[src/rtl/mult_share_arbiter.sv]
// Round-robin scheduler sharing one combinational multiplier among NUM_REQ requesters.
// Optional MULT_ARB_ZERO_SKIP_EN: zero operands bypass the multiplier with a 0 product.
module mult_share_arbiter #(
    parameter int NUM_REQ = 4,
    parameter int WIDTH   = 32,
    parameter int MUL_LAT = 1,
    parameter int ID_W    = $clog2(NUM_REQ)
) (
    input  logic                     clk,
    input  logic                     rst_n,
    input  logic [NUM_REQ-1:0]       req_valid,
    output logic [NUM_REQ-1:0]       req_ready,
    input  logic [NUM_REQ*WIDTH-1:0] req_a,
    input  logic [NUM_REQ*WIDTH-1:0] req_b,
    output logic [WIDTH-1:0]         mul_a,
    output logic [WIDTH-1:0]         mul_b,
    input  logic [2*WIDTH-1:0]       mul_p,
    output logic                     rsp_valid,
    input  logic                     rsp_ready,
    output logic [ID_W-1:0]          rsp_id,
    output logic [2*WIDTH-1:0]       rsp_p,
    output logic                     busy
);

    typedef enum logic [1:0] {
        IDLE,
        ISSUE,
        HOLD
    } state_e;

    localparam logic [3:0] CNT_INIT = 4'(MUL_LAT - 1);
    localparam logic [ID_W-1:0] PTR_RST = ID_W'(NUM_REQ - 1);

    state_e               state_q, state_d;
    logic [ID_W-1:0]      ptr_q, ptr_d;
    logic [ID_W-1:0]      id_q, id_d;
    logic [3:0]           cnt_q, cnt_d;
    logic [WIDTH-1:0]     mul_a_q, mul_a_d;
    logic [WIDTH-1:0]     mul_b_q, mul_b_d;
    logic                 rsp_valid_q, rsp_valid_d;
    logic [ID_W-1:0]      rsp_id_q, rsp_id_d;
    logic [2*WIDTH-1:0]   rsp_p_q, rsp_p_d;

    logic                 gnt_any;
    logic [ID_W-1:0]      gnt_idx;
    logic [NUM_REQ-1:0]   gnt_oh;
    logic [WIDTH-1:0]     gnt_a;
    logic [WIDTH-1:0]     gnt_b;
    logic                 zero_skip;

    // Search upward from the slot after the last winner.
    always_comb begin
        int sum;
        gnt_any = 1'b0;
        gnt_idx = '0;
        gnt_oh  = '0;
        sum     = 0;
        for (int off = 1; off <= NUM_REQ; off++) begin
            sum = int'(ptr_q) + off;
            if (sum >= NUM_REQ) begin
                sum = sum - NUM_REQ;
            end
            if (!gnt_any && req_valid[sum]) begin
                gnt_any = 1'b1;
                gnt_idx = ID_W'(sum);
            end
        end
        if (state_q == IDLE && gnt_any) begin
            gnt_oh[gnt_idx] = 1'b1;
        end
    end

    assign gnt_a = req_a[gnt_idx*WIDTH +: WIDTH];
    assign gnt_b = req_b[gnt_idx*WIDTH +: WIDTH];

`ifdef MULT_ARB_ZERO_SKIP_EN
    assign zero_skip = (gnt_a == '0) || (gnt_b == '0);
`else
    assign zero_skip = 1'b0;
`endif

    always_comb begin
        state_d     = state_q;
        ptr_d       = ptr_q;
        id_d        = id_q;
        cnt_d       = cnt_q;
        mul_a_d     = mul_a_q;
        mul_b_d     = mul_b_q;
        rsp_valid_d = rsp_valid_q;
        rsp_id_d    = rsp_id_q;
        rsp_p_d     = rsp_p_q;
        case (state_q)
            IDLE: begin
                if (gnt_any) begin
                    ptr_d = gnt_idx;
                    id_d  = gnt_idx;
                    if (zero_skip) begin
                        // Multiplier inputs left untouched to avoid toggling.
                        rsp_p_d     = '0;
                        rsp_id_d    = gnt_idx;
                        rsp_valid_d = 1'b1;
                        state_d     = HOLD;
                    end else begin
                        mul_a_d = gnt_a;
                        mul_b_d = gnt_b;
                        cnt_d   = CNT_INIT;
                        state_d = ISSUE;
                    end
                end
            end
            ISSUE: begin
                if (cnt_q != 4'd0) begin
                    cnt_d = cnt_q - 4'd1;
                end else begin
                    rsp_p_d     = mul_p;
                    rsp_id_d    = id_q;
                    rsp_valid_d = 1'b1;
                    state_d     = HOLD;
                end
            end
            HOLD: begin
                if (rsp_ready) begin
                    rsp_valid_d = 1'b0;
                    state_d     = IDLE;
                end
            end
            default: state_d = IDLE;
        endcase
    end

    always_ff @(posedge clk or negedge rst_n) begin
        if (!rst_n) begin
            state_q     <= IDLE;
            ptr_q       <= PTR_RST;
            id_q        <= '0;
            cnt_q       <= '0;
            mul_a_q     <= '0;
            mul_b_q     <= '0;
            rsp_valid_q <= 1'b0;
            rsp_id_q    <= '0;
            rsp_p_q     <= '0;
        end else begin
            state_q     <= state_d;
            ptr_q       <= ptr_d;
            id_q        <= id_d;
            cnt_q       <= cnt_d;
            mul_a_q     <= mul_a_d;
            mul_b_q     <= mul_b_d;
            rsp_valid_q <= rsp_valid_d;
            rsp_id_q    <= rsp_id_d;
            rsp_p_q     <= rsp_p_d;
        end
    end

    assign req_ready = gnt_oh;
    assign mul_a     = mul_a_q;
    assign mul_b     = mul_b_q;
    assign rsp_valid = rsp_valid_q;
    assign rsp_id    = rsp_id_q;
    assign rsp_p     = rsp_p_q;
    assign busy      = (state_q != IDLE);

endmodule

[config.mk]
export PLATFORM = sky130hd
export DESIGN_NAME = mult_share_arbiter
export DESIGN_NICKNAME = d
export VERILOG_FILES = /design/src/rtl/mult_share_arbiter.sv
export SDC_FILE = /design/constraint.sdc
export NUM_CORES = 1
export LEC_CHECK = 0
export ABC_CLOCK_PERIOD_IN_PS = 2800
export CAP_MARGIN = 0
export CORE_AREA = 2 2 182 184
export DETAILED_ROUTE_END_ITERATION = 10
export DIE_AREA = 0 0 184 186
export PLACE_DENSITY_LB_ADDON = 0.2
export SYNTH_ARGS = -nofsm -noshare
export SYNTH_HDL_FRONTEND = slang
export SYNTH_SLANG_ARGS = --single-unit
[constraint.sdc]
create_clock -name clk -period 2.8 [get_ports clk]
set_clock_uncertainty 0.15 [all_clocks]
set_input_delay 0.42 -clock clk [delete_from_list [all_inputs] [get_ports clk]]
set_output_delay 0.42 -clock clk [all_outputs]
set_load 0.005 [all_outputs]
Word-level counts from Yosys, hierarchy flattened
Index checks and enable logic that the tools add are counted.

storage, ports and cells
  input bits = 327
  output and inout bits = 136
  bits in latches = 0
  logic and storage cells = 92
  memory bits (read-only) = 0
  register bits after elaboration = 141
  memory bits (writable) = 0
  memories kept = 0

operators by class
  mux-type cells = 37
  magnitude comparators = 10
  multipliers = 0
  shift-type cells = 2
  add/subtract/negate cells = 9
  bitwise logic cells = 1
  divide/modulo/power cells = 0
  equal/unequal tests = 6
  reduce and logical (&&, ||, !) cells = 18

operator list
  kind                                                                            count
  128-bit by 8-bit variable part select with 32-bit output                        2
  32-bit by 4-bit less-than comparator with 1-bit output (second input constant)  4
  32-bit two-way mux                                                              4
  1-bit two-way mux                                                               15
  2-bit two-way mux                                                               7
  4-bit two-way mux                                                               3
  3-bit by 3-bit subtractor with 4-bit output (second input constant)             3
  3-bit >= comparator (second input constant)                                     3
  3-bit AND reduction                                                             3
  1-bit binary-select mux with 2-bit select                                       4
  2-bit inequality test (second input constant)                                   4
  4-bit one-hot mux with 2 select lines                                           1
  2-bit by 2-bit adder with 3-bit output (second input constant)                  2
  2-bit one-hot mux with 3 select lines                                           1
  2-bit nonzero test                                                              3
  1-bit logical AND                                                               5
  4-bit by 3-bit subtractor with 5-bit output (second input constant)             1
  2-bit by 3-bit adder with 4-bit output (second input constant)                  1
  4-bit by 3-bit >= comparator with 1-bit output (second input constant)          1
  2-bit AND reduction                                                             2
  4-bit nonzero test                                                              1
  4-bit by 1-bit subtractor with 4-bit output (second input constant)             1
  2-bit by 1-bit adder with 3-bit output (second input constant)                  1
  1-bit logical NOT                                                               3
  8 further kinds                                                                 8

Depth between registers and ports, before layout
  depth in word-level cells = 21
  gate-level depth with buffers = 8

Worst setup path before layout
No wires, ideal clock.

  path kind = register to register
  start = register ptr_q[0]
  end = register mul_a_q[11] (netlist: mul_a[11])
  stages on the path, launching flop included = 7
  clock period less this slack = 2363 ps
  slack = 437 ps
  arrival time = 2087 ps
  buffers on the path = 1
  required time = 2524 ps
  cells stage by stage = dfstp_2 -> and2b_1 -> o21a_1 -> nor3_4 -> buf_6 -> mux2_2 -> a221o_1

on the way
  longest elaborated chain between the ends = 17
  elaborated cells between the ends (all ways) = 44
  those cells by class = add/sub: 8; order compare: 4; shift: 1; mux: 24; reduce/logical: 7

RTL lines
  item                                                                                             line    RTL
  start, declared                                                                                  35      logic [ID_W-1:0] ptr_q, ptr_d;
  start signal, assigned                                                                           144     ptr_q <= ptr_d;
  2-bit by 1-bit adder with 3-bit output                                                           59      sum = int'(ptr_q) + off;
  3-bit by 3-bit subtractor with 4-bit output or 3-bit >= comparator (tied branches)               61, 60
  32-bit two-way mux                                                                               60      if (sum >= NUM_REQ) begin
  1-bit binary-select mux with 2-bit select                                                        63      if (!gnt_any && req_valid[sum]) begin
  1-bit two-way mux (implied by the code) (2 in a row)                                             63
  1-bit two-way mux                                                                                63
  1-bit logical NOT                                                                                63
  1-bit logical AND                                                                                63
  1-bit two-way mux                                                                                63
  1-bit logical NOT                                                                                63
  1-bit logical AND                                                                                63
  1-bit two-way mux                                                                                63
  1-bit logical NOT                                                                                63
  1-bit logical AND                                                                                63
  2-bit two-way mux or 1-bit two-way mux (tied branches)                                           63
  128-bit by 8-bit variable part select with 32-bit output or 2-bit AND reduction (tied branches)  -
  end signal, assigned                                                                             147     mul_a_q <= mul_a_d;
  end, declared                                                                                    38      logic [WIDTH-1:0] mul_a_q, mul_a_d;

Several ways; a longest one is shown, not always the timed one. The select of a mux whose other input is x is not followed.
A chain may end at the register's enable or synchronous reset.

Final worst setup path
  start = register ptr_q[0]
  end = output req_ready[0]

on the way
  longest elaborated chain between the ends = 21
  elaborated cells between the ends (all ways) = 49
  those cells by class = add/sub: 8; order compare: 6; mux: 27; reduce/logical: 8

RTL lines
  item                                                                                                                                           line    RTL
  2-bit by 1-bit adder with 3-bit output                                                                                                         59
  3-bit by 3-bit subtractor with 4-bit output or 3-bit >= comparator (tied branches)                                                             61, 60
  32-bit two-way mux                                                                                                                             60
  1-bit binary-select mux with 2-bit select                                                                                                      63
  1-bit two-way mux (implied by the code) (2 in a row)                                                                                           63
  1-bit two-way mux                                                                                                                              63
  1-bit logical NOT                                                                                                                              63
  1-bit logical AND                                                                                                                              63
  (+4 left out)                                                                                                                                  -
  1-bit logical NOT                                                                                                                              63
  1-bit logical AND                                                                                                                              63
  2-bit two-way mux                                                                                                                              63
  2-bit by 3-bit less-than comparator with 1-bit output (implied by the code) or 2-bit by 1-bit >= comparator with 1-bit output (tied branches)  69      gnt_oh[gnt_idx] = 1'b1;
  1-bit logical AND (implied by the code)                                                                                                        69
  1-bit two-way mux (implied by the code)                                                                                                        69
  1-bit demux with 2-bit select                                                                                                                  69
  4-bit two-way mux *                                                                                                                            68      if (state_q == IDLE && gnt_any) begin
  end, declared                                                                                                                                  12      output logic [NUM_REQ-1:0] req_ready,

Every way passes the cells marked *; elsewhere a longest branch is shown, timed or not. The select of a mux whose other input is x is not followed.

==> impl_table.tex <==
\begin{tabular}{lr}
\hline
Metric & Value \\
\hline
\multicolumn{2}{l}{\textbf{Synthesis}} \\
\quad Synthesized area & 7590 µm² \\
\quad Cell count after synthesis & around 660 \\
\quad Register bit count reported by yosys & 141 \\
\quad Primary FF master, synth & sky130\_fd\_sc\_hd\_\_dfrtp\_1 \\
\quad Post-Syn Area per Cell & 11.4 µm² \\
\quad Post-synth EDFFs & 0 \\
\quad Sequential area share after synthesis & between 40\% and 50\% \\
\quad Fraction of registers with async set/reset & 100\% \\
\quad Yosys warning total & 0 \\
\quad Yosys cell types & 40 \\
\quad Post-Synthesis Net Count & 993 \\
\multicolumn{2}{l}{\textbf{Layout}} \\
\quad Proportion of layout cells with a drive suffix above 1 & 16.9\% \\
\quad Total number of nets in the final design & 1443 \\
\quad Area of combinational cells with multiple inputs & 3720 µm² \\
\quad Growth of design area from synthesis to finish & 78.8\% \\
\quad Fillers & about 3000 \\
\quad Design area & 13600 µm² \\
\quad Final instance count without filler cells & 1535 \\
\quad Ant. Diodes & 0 \\
\quad Register area & $\sim$3500 µm² \\
\multicolumn{2}{l}{\textbf{GRT}} \\
\quad Largest net degree at the start of global routing & 69 \\
\quad Overall fraction of global-route tracks in use & 18.6\% \\
\quad Antenna violations before repair & 1 \\
\quad GR Overflow Total & 0 \\
\quad Number of global-route vias before repair & 8111 \\
\quad Global-route wire length before repair & 48.0 mm \\
\multicolumn{2}{l}{\textbf{Min path}} \\
\quad Min-delay src & id\_q[1] \\
\quad Sink of the worst hold path & id\_q[1] \\
\quad Worst hold path cell count & 1 \\
\quad Hold Path Class & register to register \\
\multicolumn{2}{l}{\textbf{Routing}} \\
\quad Total iterations of the first detailed-routing run & 5 \\
\quad Total Wirelength & 32.6 mm \\
\quad Number of DRC violations after detailed routing & 0 \\
\quad Ratio of routed vias to standard cells & 5.01 \\
\quad Number of vias after detailed routing & 7692 \\
\quad Count of antenna-violating nets left after detailed routing & 0 \\
\quad Count of routing violations after the opening detailed-route iteration & 331 \\
\quad Detail-routed net length per standard cell & roughly 21 µm \\
\multicolumn{2}{l}{\textbf{Floorplanning}} \\
\quad Die height & 186 µm \\
\quad Die Wd & 184 µm \\
\quad Initial Utilization & 23.6\% \\
\quad Floorplan Core Area & 32200 µm² \\
\quad Ports & 463 \\
\quad Standard-cell row count & 66 \\
\quad Die area & 34200 µm² \\
\multicolumn{2}{l}{\textbf{Timing}} \\
\quad Slew Limit Headroom & 43.2\% \\
\quad Final hold viol count & 0 \\
\quad Post-route worst hold slack & 0.337 ns \\
\quad Setup violations, final & 0 \\
\quad Final period util & about 100\% \\
\quad Tightest Pin Transition & 0.851 ns \\
\quad Final worst-path setup slack & 0.000183 ns \\
\quad Peak clock frequency supported by timing & 0.357 GHz \\
\quad Max Slew Vio Count & 0 \\
\quad Unrepaired setup endpoints after global routing & yes \\
\quad Crit path time final & 2.80 ns \\
\multicolumn{2}{l}{\textbf{Power and ir drop}} \\
\quad Maximum vdd ir drop & 0.000437 V \\
\quad Reported leakage power & 0.00542 µW \\
\quad Final total power & about 14000 µW \\
\quad Power per standard cell area & 1010 nW/µm² \\
\multicolumn{2}{l}{\textbf{Status}} \\
\quad Outcome & completed \\
\multicolumn{2}{l}{\textbf{Setup path}} \\
\quad Critical-path top delay cell & sky130\_fd\_sc\_hd\_\_dfstp\_2 \\
\quad Setup Crit Path Kind & register to output port \\
\quad WP data arrival & 2.23 ns \\
\quad Worst setup EP type & output port \\
\quad Slowest cell delay on critical path & 0.54 ns \\
\quad Cells along the critical path & and2b\_1 > o21a\_4 > nor3\_4 > buf\_4 > and3\_4 > dlygate4sd2\_1 \\
\quad Startpoint Class & register \\
\quad Worst setup path start & ptr\_q[0] \\
\quad Origin of the critical flop-to-flop path & ptr\_q[0] \\
\quad Worst-case reg-to-reg path depth & 8 \\
\quad Worst setup slack for register-to-register paths & 0.17 ns \\
\quad Data required, critical path & 2.23 ns \\
\quad Worst reg2reg path endpoint & mul\_b[31] \\
\quad Critical-path maximum fanout & 4 \\
\multicolumn{2}{l}{\textbf{Clock tree}} \\
\quad CTS max path bufs & 2 \\
\quad Number of buffers inserted during clock tree synthesis & 17 \\
\quad CTS root buffer & sky130\_fd\_sc\_hd\_\_clkbuf\_16 \\
\quad TritonCTS clock tree & built \\
\quad Clock transition at the register clock pins on the worst setup and hold paths after CTS & 0.07 ns \\
\quad Number of levels in the clock H-tree & 4 \\
\quad Skew-Pair Late Insertion Delay & approximately 0.42 ns \\
\quad Sinks on Clock Net & 141 \\
\multicolumn{2}{l}{\textbf{Place}} \\
\quad DP HPWL & 23.6 mm \\
\quad Last weighted congestion value of the routability-driven placer & between 0.7 and 0.8 \\
\quad Cell Count Post-Placement & 1500 \\
\quad Placed cell areas & $\sim$13000 µm² \\
\quad Worst setup slack before clock tree synthesis & -0.233 ns \\
\quad Number of buffers inserted by port buffering & between 400 and 500 \\
\multicolumn{2}{l}{\textbf{Run}} \\
\quad Max-cap check violation count & 0 \\
\hline
\end{tabular}
==> cell families after synthesis <==
kind of cell | count (synthesis) | synth area share (%)
mux | 130 | 19.3
fa+ha+maj | 2 | 0.330
flops | 141 | 46.5
compound gates | 210 | 20.6
xor+xnor | 2 | 0.231
buf+inv | 83 | 5.28
simple gates | 96 | 7.73
==> critical path: cells and delay by family (launching register included) <==
family / cells / cell delay (ns)
simple gates: 3 / 0.62
compound gates: 1 / 0.23
flops: 1 / 0.54
buf+inv: 2 / 0.41
==> timing repair <==
| item | in CTS | in global routing |
|---|---|---|
| endpoints found under the setup margin | 4 | 4 |
| gates cloned | 0 | 0 |
| pin swaps | 1 | 1 |
| endpoints found under the hold margin | 48 | 0 |
| buffers inserted | 0 | 2 |
| gates resized for setup | 8 | 6 |
| hold buffers | 1 | 0 |
==> placed cells by master, fill, tap and decap left out, drive strengths merged, types with 10 or more instances in the layout <==
cell type	instances
inv	10
nor2	11
nand4	64
a21oi	67
dfrtp	139
a221o	64
o31ai	65
clkdlybuf4s50	457
buf	48
clkbuf	21
mux2	130
==> how the worst max path moves through the flow <==
stage               cells after the start  slack, ns            to
floorplan                               6       0.44     mul_a[11]
global placement                        6      -0.19  req_ready[0]
detailed placement                      6      -0.23  req_ready[0]
CTS                                     5      -0.24  req_ready[3]
global route                            6      -0.11  req_ready[0]
finish                                  6     0.0002  req_ready[0]
==> cells in the mapped netlist (4+ instances only) <==
library cell	number	area (µm²)
sky130_fd_sc_hd__clkbuf_1	42	158
sky130_fd_sc_hd__nand4_1	64	400
sky130_fd_sc_hd__nor2_1	11	41.3
sky130_fd_sc_hd__mux2_1	38	428
sky130_fd_sc_hd__buf_6	8	90.1
sky130_fd_sc_hd__mux2_2	92	1040
sky130_fd_sc_hd__inv_1	4	15.0
sky130_fd_sc_hd__o21ai_0	4	20.0
sky130_fd_sc_hd__dfrtp_1	139	3480
sky130_fd_sc_hd__a21oi_1	66	330
sky130_fd_sc_hd__buf_2	22	110
sky130_fd_sc_hd__buf_1	6	22.5
sky130_fd_sc_hd__a221o_1	64	641
sky130_fd_sc_hd__o31ai_1	65	488
==> stage by stage <==
stage | TNS, ns | utilization, %
finish | 0 | 42.1
global route | -0.131 | 42.1
CTS | -0.243 | 42.1
detailed placement | -8.17 | 40.0
global placement | -6.15 | 40.0
floorplan | 0 | -
==> registers in the layout, indices dropped and copies added (netlist names) <==
| name | cells |
|---|---|
| rsp_id | 2 |
| rsp_p | 64 |
| cnt_q | 4 |
| state_q | 2 |
| ptr_q | 2 |
| id_q | 2 |
| mul_b | 32 |
| mul_a | 32 |
| rsp_valid | 1 |
==> layer usage <==
layer / up-vias / global-route usage (%) / part of all wire (%)
met5: - / 0 / 0.040
met4: 2 / 7.36 / 2.8
met3: 49 / 5.71 / 8.5
met2: 381 / 32.3 / 49
met1: 3731 / 21.3 / 40
li1: 3529 / - / -
==> final cells by class <==
| cell class | count | area share, % |
|---|---|---|
| Clock buffer | 19 | 3.26 |
| Clock inverter | 13 | 1.48 |
| Inverter | 4 | 0.111 |
| Multi-Input combinational cell | 440 | 27.4 |
| Sequential cell | 141 | 26.0 |
| Tap cell | 408 | 3.76 |
| Timing Repair Buffer | 510 | 38.0 |
==> power by group <==
part | switching, µW | internal [µW] | total, µW
Combinational | 3110 | 4330 | 7440
Sequential | 590 | 3110 | 3700
Clock | 988 | 1540 | 2530
No activity file was read; power rests on OpenSTA's default activity.
